[src/rtl/ps2_scancode_decoder.sv]
// PS/2 set-2 scan-code decoder: collapses E0/F0/E1 prefixes into key events in a FWFT FIFO.
// Define PS2_ASCII_EN to add ASCII translation and shift tracking on evt_data[15:8].
module ps2_scancode_decoder #(
  parameter int FIFO_DEPTH = 8
) (
  input  logic        CLK100MHZ,
  input  logic        areset,
  input  logic [7:0]  byte_in,
  input  logic        byte_valid,
  input  logic        rd_en,
  input  logic        clr_ovf,
  output logic [17:0] evt_data,
  output logic        evt_valid,
  output logic        overflow,
  output logic        shift_held,
  output logic [2:0]  fsm_state
);

  localparam int AW = $clog2(FIFO_DEPTH);

  typedef enum logic [2:0] {
    IDLE    = 3'd0,
    EXT     = 3'd1,
    BRK     = 3'd2,
    EXT_BRK = 3'd3,
    PAUSE   = 3'd4
  } state_t;

  state_t      state, state_nxt;
  logic [2:0]  skip_cnt, skip_nxt;
  logic        emit, emit_rel, emit_ext;
  logic [7:0]  emit_code;
  logic [7:0]  ascii;

  // byte_valid is a one-cycle strobe with no backpressure; rd_en pops the head only while evt_valid=1.
  always_comb begin
    state_nxt = state;
    skip_nxt  = skip_cnt;
    emit      = 1'b0;
    emit_rel  = 1'b0;
    emit_ext  = 1'b0;
    emit_code = byte_in;
    if (byte_valid) begin
      case (state)
        IDLE: begin
          case (byte_in)
            8'hE0: state_nxt = EXT;
            8'hF0: state_nxt = BRK;
            8'hE1: begin
              state_nxt = PAUSE;
              skip_nxt  = 3'd7;
            end
            8'hFA, 8'hAA, 8'hEE, 8'hFC, 8'hFE, 8'h00, 8'hFF: state_nxt = IDLE;
            default: emit = 1'b1;
          endcase
        end
        EXT: begin
          if (byte_in == 8'hF0) begin
            state_nxt = EXT_BRK;
          end else begin
            emit      = 1'b1;
            emit_ext  = 1'b1;
            state_nxt = IDLE;
          end
        end
        BRK: begin
          emit      = 1'b1;
          emit_rel  = 1'b1;
          state_nxt = IDLE;
        end
        EXT_BRK: begin
          emit      = 1'b1;
          emit_rel  = 1'b1;
          emit_ext  = 1'b1;
          state_nxt = IDLE;
        end
        PAUSE: begin
          // The whole pause sequence is reported once, as a single E1 make event.
          if (skip_cnt <= 3'd1) begin
            skip_nxt  = 3'd0;
            emit      = 1'b1;
            emit_code = 8'hE1;
            state_nxt = IDLE;
          end else begin
            skip_nxt = skip_cnt - 3'd1;
          end
        end
        default: state_nxt = IDLE;
      endcase
    end
  end

  always_ff @(posedge CLK100MHZ or posedge areset) begin
    if (areset) begin
      state    <= IDLE;
      skip_cnt <= 3'd0;
    end else begin
      state    <= state_nxt;
      skip_cnt <= skip_nxt;
    end
  end

  assign fsm_state = state;

`ifdef PS2_ASCII_EN
  function automatic logic [7:0] ascii_lookup(input logic [7:0] code, input logic shift);
    logic [7:0] ch;
    ch = 8'h00;
    case (code)
      8'h1C: ch = "A";  8'h32: ch = "B";  8'h21: ch = "C";  8'h23: ch = "D";
      8'h24: ch = "E";  8'h2B: ch = "F";  8'h34: ch = "G";  8'h33: ch = "H";
      8'h43: ch = "I";  8'h3B: ch = "J";  8'h42: ch = "K";  8'h4B: ch = "L";
      8'h3A: ch = "M";  8'h31: ch = "N";  8'h44: ch = "O";  8'h4D: ch = "P";
      8'h15: ch = "Q";  8'h2D: ch = "R";  8'h1B: ch = "S";  8'h2C: ch = "T";
      8'h3C: ch = "U";  8'h2A: ch = "V";  8'h1D: ch = "W";  8'h22: ch = "X";
      8'h35: ch = "Y";  8'h1A: ch = "Z";
      8'h16: ch = shift ? "!" : "1";
      8'h1E: ch = shift ? "@" : "2";
      8'h26: ch = shift ? "#" : "3";
      8'h25: ch = shift ? "$" : "4";
      8'h2E: ch = shift ? "%" : "5";
      8'h36: ch = shift ? "^" : "6";
      8'h3D: ch = shift ? "&" : "7";
      8'h3E: ch = shift ? "*" : "8";
      8'h46: ch = shift ? "(" : "9";
      8'h45: ch = shift ? ")" : "0";
      8'h29: ch = 8'h20;
      8'h5A: ch = 8'h0D;
      8'h66: ch = 8'h08;
      default: ch = 8'h00;
    endcase
    // Letters are tabled in uppercase; bit 5 selects lowercase.
    if (!shift && ch >= "A" && ch <= "Z") ch = ch | 8'h20;
    return ch;
  endfunction

  logic shift_q;

  assign ascii = emit_ext ? 8'h00 : ascii_lookup(emit_code, shift_q);

  // Tracked on every emitted shift event, even one the full FIFO drops.
  always_ff @(posedge CLK100MHZ or posedge areset) begin
    if (areset) begin
      shift_q <= 1'b0;
    end else if (emit && !emit_ext && (emit_code == 8'h12 || emit_code == 8'h59)) begin
      shift_q <= ~emit_rel;
    end
  end

  assign shift_held = shift_q;
`else
  assign ascii      = 8'h00;
  assign shift_held = 1'b0;
`endif

  logic [AW:0]  wr_ptr, rd_ptr;
  logic [17:0]  mem [FIFO_DEPTH];
  logic         empty, full, pop, push, drop;
  logic [17:0]  evt_word;

  assign empty    = (wr_ptr == rd_ptr);
  assign full     = (wr_ptr[AW] != rd_ptr[AW]) && (wr_ptr[AW-1:0] == rd_ptr[AW-1:0]);
  assign pop      = rd_en & ~empty;
  assign push     = emit & (~full | pop);
  assign drop     = emit & full & ~pop;
  assign evt_word = {emit_rel, emit_ext, ascii, emit_code};

  always_ff @(posedge CLK100MHZ) begin
    if (push) mem[wr_ptr[AW-1:0]] <= evt_word;
  end

  always_ff @(posedge CLK100MHZ or posedge areset) begin
    if (areset) begin
      wr_ptr   <= '0;
      rd_ptr   <= '0;
      overflow <= 1'b0;
    end else begin
      if (push) wr_ptr <= wr_ptr + 1'b1;
      if (pop)  rd_ptr <= rd_ptr + 1'b1;
      if (drop)         overflow <= 1'b1;
      else if (clr_ovf) overflow <= 1'b0;
    end
  end

  assign evt_valid = ~empty;
  assign evt_data  = empty ? 18'h0 : mem[rd_ptr[AW-1:0]];

endmodule

[config.mk]
export PLATFORM = sky130hd
export DESIGN_NAME = ps2_scancode_decoder
export DESIGN_NICKNAME = d
export VERILOG_FILES = /design/src/rtl/ps2_scancode_decoder.sv
export SDC_FILE = /design/constraint.sdc
export NUM_CORES = 1
export LEC_CHECK = 0
export ABC_AREA = 1
export ABC_CLOCK_PERIOD_IN_PS = 2440
export CORE_MARGIN = 3
export CORE_UTILIZATION = 47
export DETAILED_ROUTE_END_ITERATION = 8
export PLACE_DENSITY = 0.68
export SLEW_MARGIN = 25
export SYNTH_ARGS = -nofsm -noshare
export SYNTH_HDL_FRONTEND = slang
export SYNTH_SLANG_ARGS = --single-unit
[constraint.sdc]
create_clock -name CLK100MHZ -period 2.44 [get_ports CLK100MHZ]
set_input_delay 0.488 -clock CLK100MHZ [delete_from_list [all_inputs] [get_ports CLK100MHZ]]
set_output_delay 0.488 -clock CLK100MHZ [all_outputs]
set_load 0.03 [all_outputs]
Word level (Yosys, flattened, before mapping)
Memory sizes are Yosys's and may differ from the RTL's.
Index checks and enable logic that the tools add are counted.
Widths: inputs -> output; s select.
Cells by class
  add/sub/neg operators: 3
  magnitude comparators: 1
  equal/unequal tests: 19
  muxes and demuxes: 24
  bitwise logic cells: 8
  reductions and logical operators: 10
Operator list (count)
  $eq 8x8->1 const B: 9
  $mux 8: 3
  $mux 18: 1
  $pmux 3 s4: 1
  $mux 1: 11
  $reduce_or 10->1: 1
  $mux 3: 3
  $pmux 3 s3: 1
  $add 4x1->4 const B: 2
  $logic_not 8->1: 1
  $reduce_or 7->1: 1
  $eq 3x2->1 const B: 2
  $pmux 3 s2: 1
  $reduce_and 3->1: 2
  $ne 5x2->1 const B: 1
  $and 1x1->1: 4
  $eq 4x4->1: 1
  $pmux 1 s4: 1
  $reduce_bool 2->1: 2
  $eq 3x1->1 const B: 1
  $eq 3x3->1: 1
  $eq 3x3->1 const B: 1
  $le 3x1->1 const B: 1
  $logic_not 3->1: 1
  other kinds (10): 12
Word-level totals
  register bits after elaboration: 15
  bits in writable memories: 80
  memories: 1
Memory list
  mem: depth 8, width 10, rd ports 1, clocked after Yosys merged registers in 0, wr ports 1, RTL line 157  | logic [17:0] mem [FIFO_DEPTH];

Longest topological paths before layout
Gate-level depths: netlist of run 1.
  depth after elaboration: 8
  depth in mapped cells: 12
  gate-level depth less buffers: 11

Worst setup path before layout of run 1
Ideal clock, no wire load.
  path kind: register to output
  start point: register wr_ptr[0]
  end point: output port evt_data[16]
  arrival time: 1.654 ns
  slack: 0.298 ns
  stages on the path, launching flop included: 8
  buffers on the path: 2
  cell sequence: dfrtp_1 -> buf_2 -> xor2_1 -> nor3_2 -> nand2_2 -> buf_2 -> o21ai_0 -> nor2_1
Between the ends
  cells in the longest elaborated chain, start to end: 2
RTL lines
  start: declaration: RTL line 156  | logic [AW:0] wr_ptr, rd_ptr;
  start signal: assignment: RTL line 178  | if (push) wr_ptr <= wr_ptr + 1'b1;
  $eq 4x4->1: RTL line 161  | assign empty = (wr_ptr == rd_ptr);
  $mux 18: RTL line 186  | assign evt_data = empty ? 18'h0 : mem[rd_ptr[AW-1:0]];
  end: declaration: RTL line 12  | output logic [17:0] evt_data,
No other way between the ends.

Final worst setup path of run 1
  start point: register rd_ptr[1]
  end point: output port evt_data[4]
Between the ends
  cells in the longest elaborated chain, start to end: 2
RTL lines
  start: declaration: RTL line 156
  start signal: assignment: RTL line 179  | if (pop) rd_ptr <= rd_ptr + 1'b1;
  $mem_v2 8x10 or $eq 4x4->1 (tied branches)
  $mux 18 (*): RTL line 186
Mark *: on every way between the ends. The rest lies on a longest branch, timed or not.

==> results of run 1 <==
flip-flops by register name, indices dropped and copies added (netlist names):
signal     count
rd_ptr         4
mem           80
wr_ptr         4
skip_cnt       3
overflow       1
fsm_state      3
worst min path at each step:
stage              from           end  cells past startpoint
6_report         areset     rd_ptr[1]                      2
5_1_grt          areset     rd_ptr[1]                      2
4_1_cts          areset     rd_ptr[1]                      2
3_5_place_dp   overflow      overflow                      2
3_3_place_gp   overflow      overflow                      2
2_1_floorplan    areset  fsm_state[0]                      1
per-layer routing:
layer,GRT usage (%),up-vias,part of all wire (%)
met3,2.669,8,5.0
met4,7.312,0,1.1
met2,26.37,97,48
met5,0,-,0
met1,24.44,1473,46
li1,-,1564,-
cell usage in the layout (no fill, tap or decap), types with 2 or more instances in the layout:
cell               n
buf_6              3
inv_1             27
nand2_2            7
inv_8              2
o21ai_0           35
xnor2_1            3
nand4_1            4
buf_12             7
nand2_1           50
nor3_1             2
nor2_2            15
nand2_4            4
nand3_1           15
nand3_2            2
buf_4             29
buf_2              4
edfxtp_1          80
o32ai_1           19
nor2_1           103
inv_2              3
clkdlybuf4s50_1   16
clkbuf_8           9
conb_1             9
o21ai_1            2
ha_1               4
inv_6              2
dfrtp_1           14
xor2_1             6
synthesized netlist by cell type, drive strengths merged:
library cell,count,area (um2)
o32ai,20,175.2
edfxtp,80,2402
xnor2,3,26.28
clkbuf,9,33.78
a21oi,1,5.000
nand3,18,112.6
conb,1,3.750
o21ai,37,185.2
xor2,6,52.55
ha,4,50.05
nor2,119,491.7
o21bai,1,7.510
nand2,61,276.5
buf,22,152.6
a22oi,1,7.510
inv,30,112.6
nor3,3,20.02
dfrtp,15,375.4
a31oi,1,6.260
and3,1,7.510
nand4,4,25.02
worst max-delay path, cell delays in order (launching register included):
cell     delay (ns)
dfrtp_1        0.44
buf_12         0.18
buf_12         0.15
o32ai_1        0.30
o21ai_1        0.09
nor2_1         0.16
buf_4          0.19
final cells by class:
type	count	area (um2)
clock buffers	9	123.9
multi-input cells	289	1490
repair buffers	60	576.8
clock inverters	7	86.33
well taps	129	161.4
inverters	30	112.6
fillers	798	3954
flip-flops and latches	95	2779
timing repair:
| action | 4_1_cts | 5_1_grt |
|---|---|---|
| pin swaps | 1 | 1 |
| setup buffers | 1 | 2 |
| cloned | 0 | 1 |
| setup endpoints to repair | 9 | 10 |
| gates resized for setup | 14 | 16 |
logic make-up (layout without fill, tap and decap cells):
group / after synthesis / after routing / share of synthesized area, %
flops: 95 / 95 / 61.33
compound gates: 61 / 61 / 8.536
fa+ha+maj: 4 / 4 / 1.105
other cells: 1 / 9 / 0.08279
simple gates: 206 / 206 / 20.61
xor+xnor: 9 / 9 / 1.740
buf+inv: 61 / 106 / 6.602
power by group through the flow:
stage | Combinational, mW | Clock (mW) | Sequential [mW]
final | 3.06 | 1.08 | 2.15
after global routing | 3.33 | 1.17 | 2.17
after CTS | 3.03 | 1.10 | 2.14
after detailed placement | 2.99 | 0 | 2.17
after global placement | 2.95 | 0 | 2.17
after floorplan | 2.00 | 0 | 2.16
==> impl_results.md, run 1 <==
* CTS Buffer Depth at 2
* CP Max Fanout at 23
* CP Capture Type: output pin
* Clock Tree Root: clkbuf_8
* Min Tclk post-route at 2.368 ns
* CP Launch Type: register
* Die area at 10850 um2
* Worst r2r src: skip_cnt[1]
* Worst Skew at 0.007848 ns
* Distinct cells, synth at 34
* Number of CTS-inserted buffers at 9
* Routed WL at 9236 um
* CTS tree: done
* Final Max Tran Viols at 0
* Worst vdd ir at 0.0004758 V
* Drt wl/cell at 14.92 um
* Cells after Synth at 437
* Die span in y at 104.2 um
* Pwr/cell area at 1180 nW/um2
* Cell area after synthesis at 4529 um2
* Power Total at 6.291 mW
* Sw Share at 41.58%
* Fin Setup TNS at 0 ns
* Yosys warnings at 0
* DP HPWL at 6338 um
* Worst Reg-to-Reg Cells at 10
* Crit path to: evt_data[4]
* Unrepaired setup endpoints after global routing: true
* Min-Delay Path Class: input pin to asynchronous set/reset pin
* Area grow syn2layout at 17.68%
* Final nets at 502
* Final instance area at 5330 um2
* Final std cells w/o fill at 619
* Initial antenna violation count at 0
* First-pass DRT Iterations at 4
* Placed cells at 599
* Worst endpoint required time at 1.95 ns
* Part of the power in the clock network at 17.2%
* Fraction of final layout cells sized beyond drive strength 1 at 19.80%
* Core Area at 9284 um2
* Post-route ant nets at 0
* Row Count at 35
* Via Count at 3142
* Largest net degree at the start of global routing at 26
* Reg2Reg Setup Slack at 0.43 ns
* Fin Hold WS at 0.4983 ns
* Slew @ Worst Pin at 0.6155 ns
* Final Hold Viols at 0
* Avg Cell Area, Syn at 10.36 um2
* I/O pin total at 37
* Vias in the first global route at 2994
* Gp weighted congestion at 0.8562
* Worst-path clk slew at 0.10 ns
* Cell Area, Placed at 5067 um2
* H-Tree Depth at 3
* Die W at 104.2 um
* Grt total ovfl at 0
* Leakage power figure at 2.108 nW
* Status: finished, final reports clean
* Fin util at 57.41%
* Power share of the sequential group at 34.1%
* Max frequency at 422.4 MHz
* Place WS at -0.03620 ns
* Maxcap violations at 0
* Register area share after synthesis at 61.33%
* DRC viols at 0
* Final WS setup at 0.07232 ns
* Internal Power at 3.675 mW
* Reg2reg end: mem[6][4]
* Initial Util at 48.79%
* Port-buffer cells at 27
* Global-route wire length before repair at 14880 um
* Number of vias per cell at 5.076
* Worst endpoint data arrival time at 1.88 ns
* Final period util at 97.04%
* Initial DRC Count at 136
* CTS Hold Buffers Added at 0
* Comb power frac at 48.6%
* Net Sw Power at 2.616 mW
* Total track usage at 17.19%
* Worst setup path class: register to output pin
* Relative slew slack at 58.92%
* TritonCTS Sinks at 95
* Seq cells post-synth at 95
* CP startpoint: rd_ptr[1]
* Final Setup Violations at 0
* Clock Latency Late Sink at 0.36 ns
* # diodes at 0
Note: power is estimated with default switching activity, not from simulation.
==> inputs of run 2 (changes only) <==
- ABC_CLOCK_PERIOD_IN_PS: 2440 -> 2800
- CORE_UTILIZATION: 47 -> 55
- PLACE_DENSITY: 0.68 -> 0.77
- clock period: 2.44 -> 2.8 ns (I/O delays scaled with it)
==> impl_results.md, run 2 (synthesis results as in run 1) <==
* Max reg flops at 80
* Routed WL at 8640 um
* Min Tclk post-route at 2.686 ns
* Fin util at 64.94%
* Core Area at 7848 um2
* Unrepaired setup endpoints after global routing: false
* Final Max Tran Viols at 0
* Initial DRC Count at 228
* Final nets at 487
* Leakage power figure at 2.002 nW
* Worst hold start: overflow
* CP startpoint: rd_ptr[0]
* # diodes at 0
* Final period util at 95.92%
* First-pass DRT Iterations at 5
* Worst endpoint required time at 2.24 ns
* Worst endpoint data arrival time at 2.13 ns
* Largest net degree at the start of global routing at 23
* Final Setup Violations at 0
* H-Tree Depth at 3
* CTS Buffer Depth at 2
* CTS tree: done
* Min-Delay Path Class: register to register
* Status: finished, final reports clean
* Slowest-stage cell, CP: dfrtp_1
* Die W at 96.75 um
* Area grow syn2layout at 12.51%
* Commonest cells after routing, fill and taps aside: 103 x nor2_1, 80 x edfxtp_1, 50 x nand2_1
* Number of vias per cell at 5.338
* Total track usage at 18.85%
* Pwr/cell area at 1000 nW/um2
* Vias in the first global route at 2955
* Fraction of final layout cells sized beyond drive strength 1 at 14.74%
* Grt total ovfl at 0
* Clock Latency Late Sink at 0.35 ns
* Max stage delay on crit path at 0.44 ns
* CP Max Fanout at 20
* Drt wl/cell at 14.97 um
* Maxcap violations at 0
* Gp weighted congestion at 0.8096
* CP Capture Type: output pin
* TritonCTS Sinks at 95
* Initial Util at 57.72%
* DP HPWL at 6007 um
* Clock Tree Root: clkbuf_8
* Worst-path clk slew at 0.09 ns
* I/O pin total at 37
* Row Count at 32
* Port-buffer cells at 27
* CP Launch Type: register
* Max frequency at 372.3 MHz
* Place WS at 0.1513 ns
* Die span in y at 96.75 um
* Final WS setup at 0.1143 ns
* Most common cell after layout, fill and taps aside: nor2_1
* Slew @ Worst Pin at 0.6130 ns
* Final Hold Viols at 0
* Via Count at 3080
* Worst setup path class: register to output pin
* DRC viols at 0
* Fin Setup TNS at 0 ns
* Worst vdd ir at 0.0004656 V
* Number of CTS-inserted buffers at 9
* Fill cells at 630
* Cell Chain, Critical Path: buf_4 > nor2_1 > o32ai_1 > o21ai_0 > nor2_1 > clkdlybuf4s15_1
* Relative slew slack at 58.98%
* Die area at 9360 um2
* Global-route wire length before repair at 14260 um
* Worst Skew at 0.009916 ns
* Most numerous cell on the critical path: nor2_1
* Initial antenna violation count at 0
* Post-route ant nets at 0
* Worst r2r src: skip_cnt[1]
run 2: what timing repair did:
action | in CTS | in global routing
resized for setup | 12 | 9
buffers inserted | 0 | 0
hold buffers | 0 | 0
endpoints found under the setup margin | 10 | 6
run 2: per-layer routing:
metal	GRT usage [%]	vias up	share of wire, %
met5	0	-	0
met4	6.263	0	1.1
met3	2.596	8	4.3
met1	25.50	1449	46
li1	-	1535	-
met2	31.58	88	49
run 2: layout make-up:
cell class | instances | area [um2] | share of cell area (%)
Clock inverter | 5 | 41.29 | 0.8102
Tap cell | 102 | 127.6 | 2.504
Timing Repair Buffer | 45 | 417.9 | 8.200
Sequential cell | 95 | 2778 | 54.51
Clock buffer | 11 | 131.4 | 2.578
Inverter | 30 | 112.6 | 2.210
Multi-Input combinational cell | 289 | 1488 | 29.19
run 2: critical path, delay by kind of cell, from the launching register on:
kind                   cells  cell delay, ns
buffers and inverters      2            0.63
AO/OA/AOI/OAI              2            0.50
flip-flops                 1            0.44
AND/OR/NAND/NOR            2            0.21
run 2: final timing paths:
check | slack (ns) | cells after the start | to
worst min register to register | 0.51 | 2 | overflow
worst max-delay path | 0.11 | 6 | evt_data[3]
worst max register to register | 0.63 | 10 | mem[3][9]
worst min-delay path | 0.51 | 2 | overflow
max in group asynchronous | 1.85 | 2 | rd_ptr[1]
min in group asynchronous | 0.57 | 2 | wr_ptr[3]
run 2: where the power goes:
group / internal (mW) / total [mW] / switching, mW
Sequential: 1.76 / 1.87 / 0.102
Clock: 0.331 / 0.795 / 0.464
Combinational: 0.822 / 2.44 / 1.62
Total: 2.92 / 5.10 / 2.18
run 2: metrics by stage:
step                      hold slack (ns)  cell area, um2  cells  power (mW)
after floorplan                    0.4615            4559    445       3.625
final                              0.5117            5096    577       5.098
after global routing               0.5775            5096    577       5.422
after detailed placement           0.4961            4943    561       4.456
after CTS                          0.5163            5110    577       5.134
after global placement             0.4689            4943    561       4.385
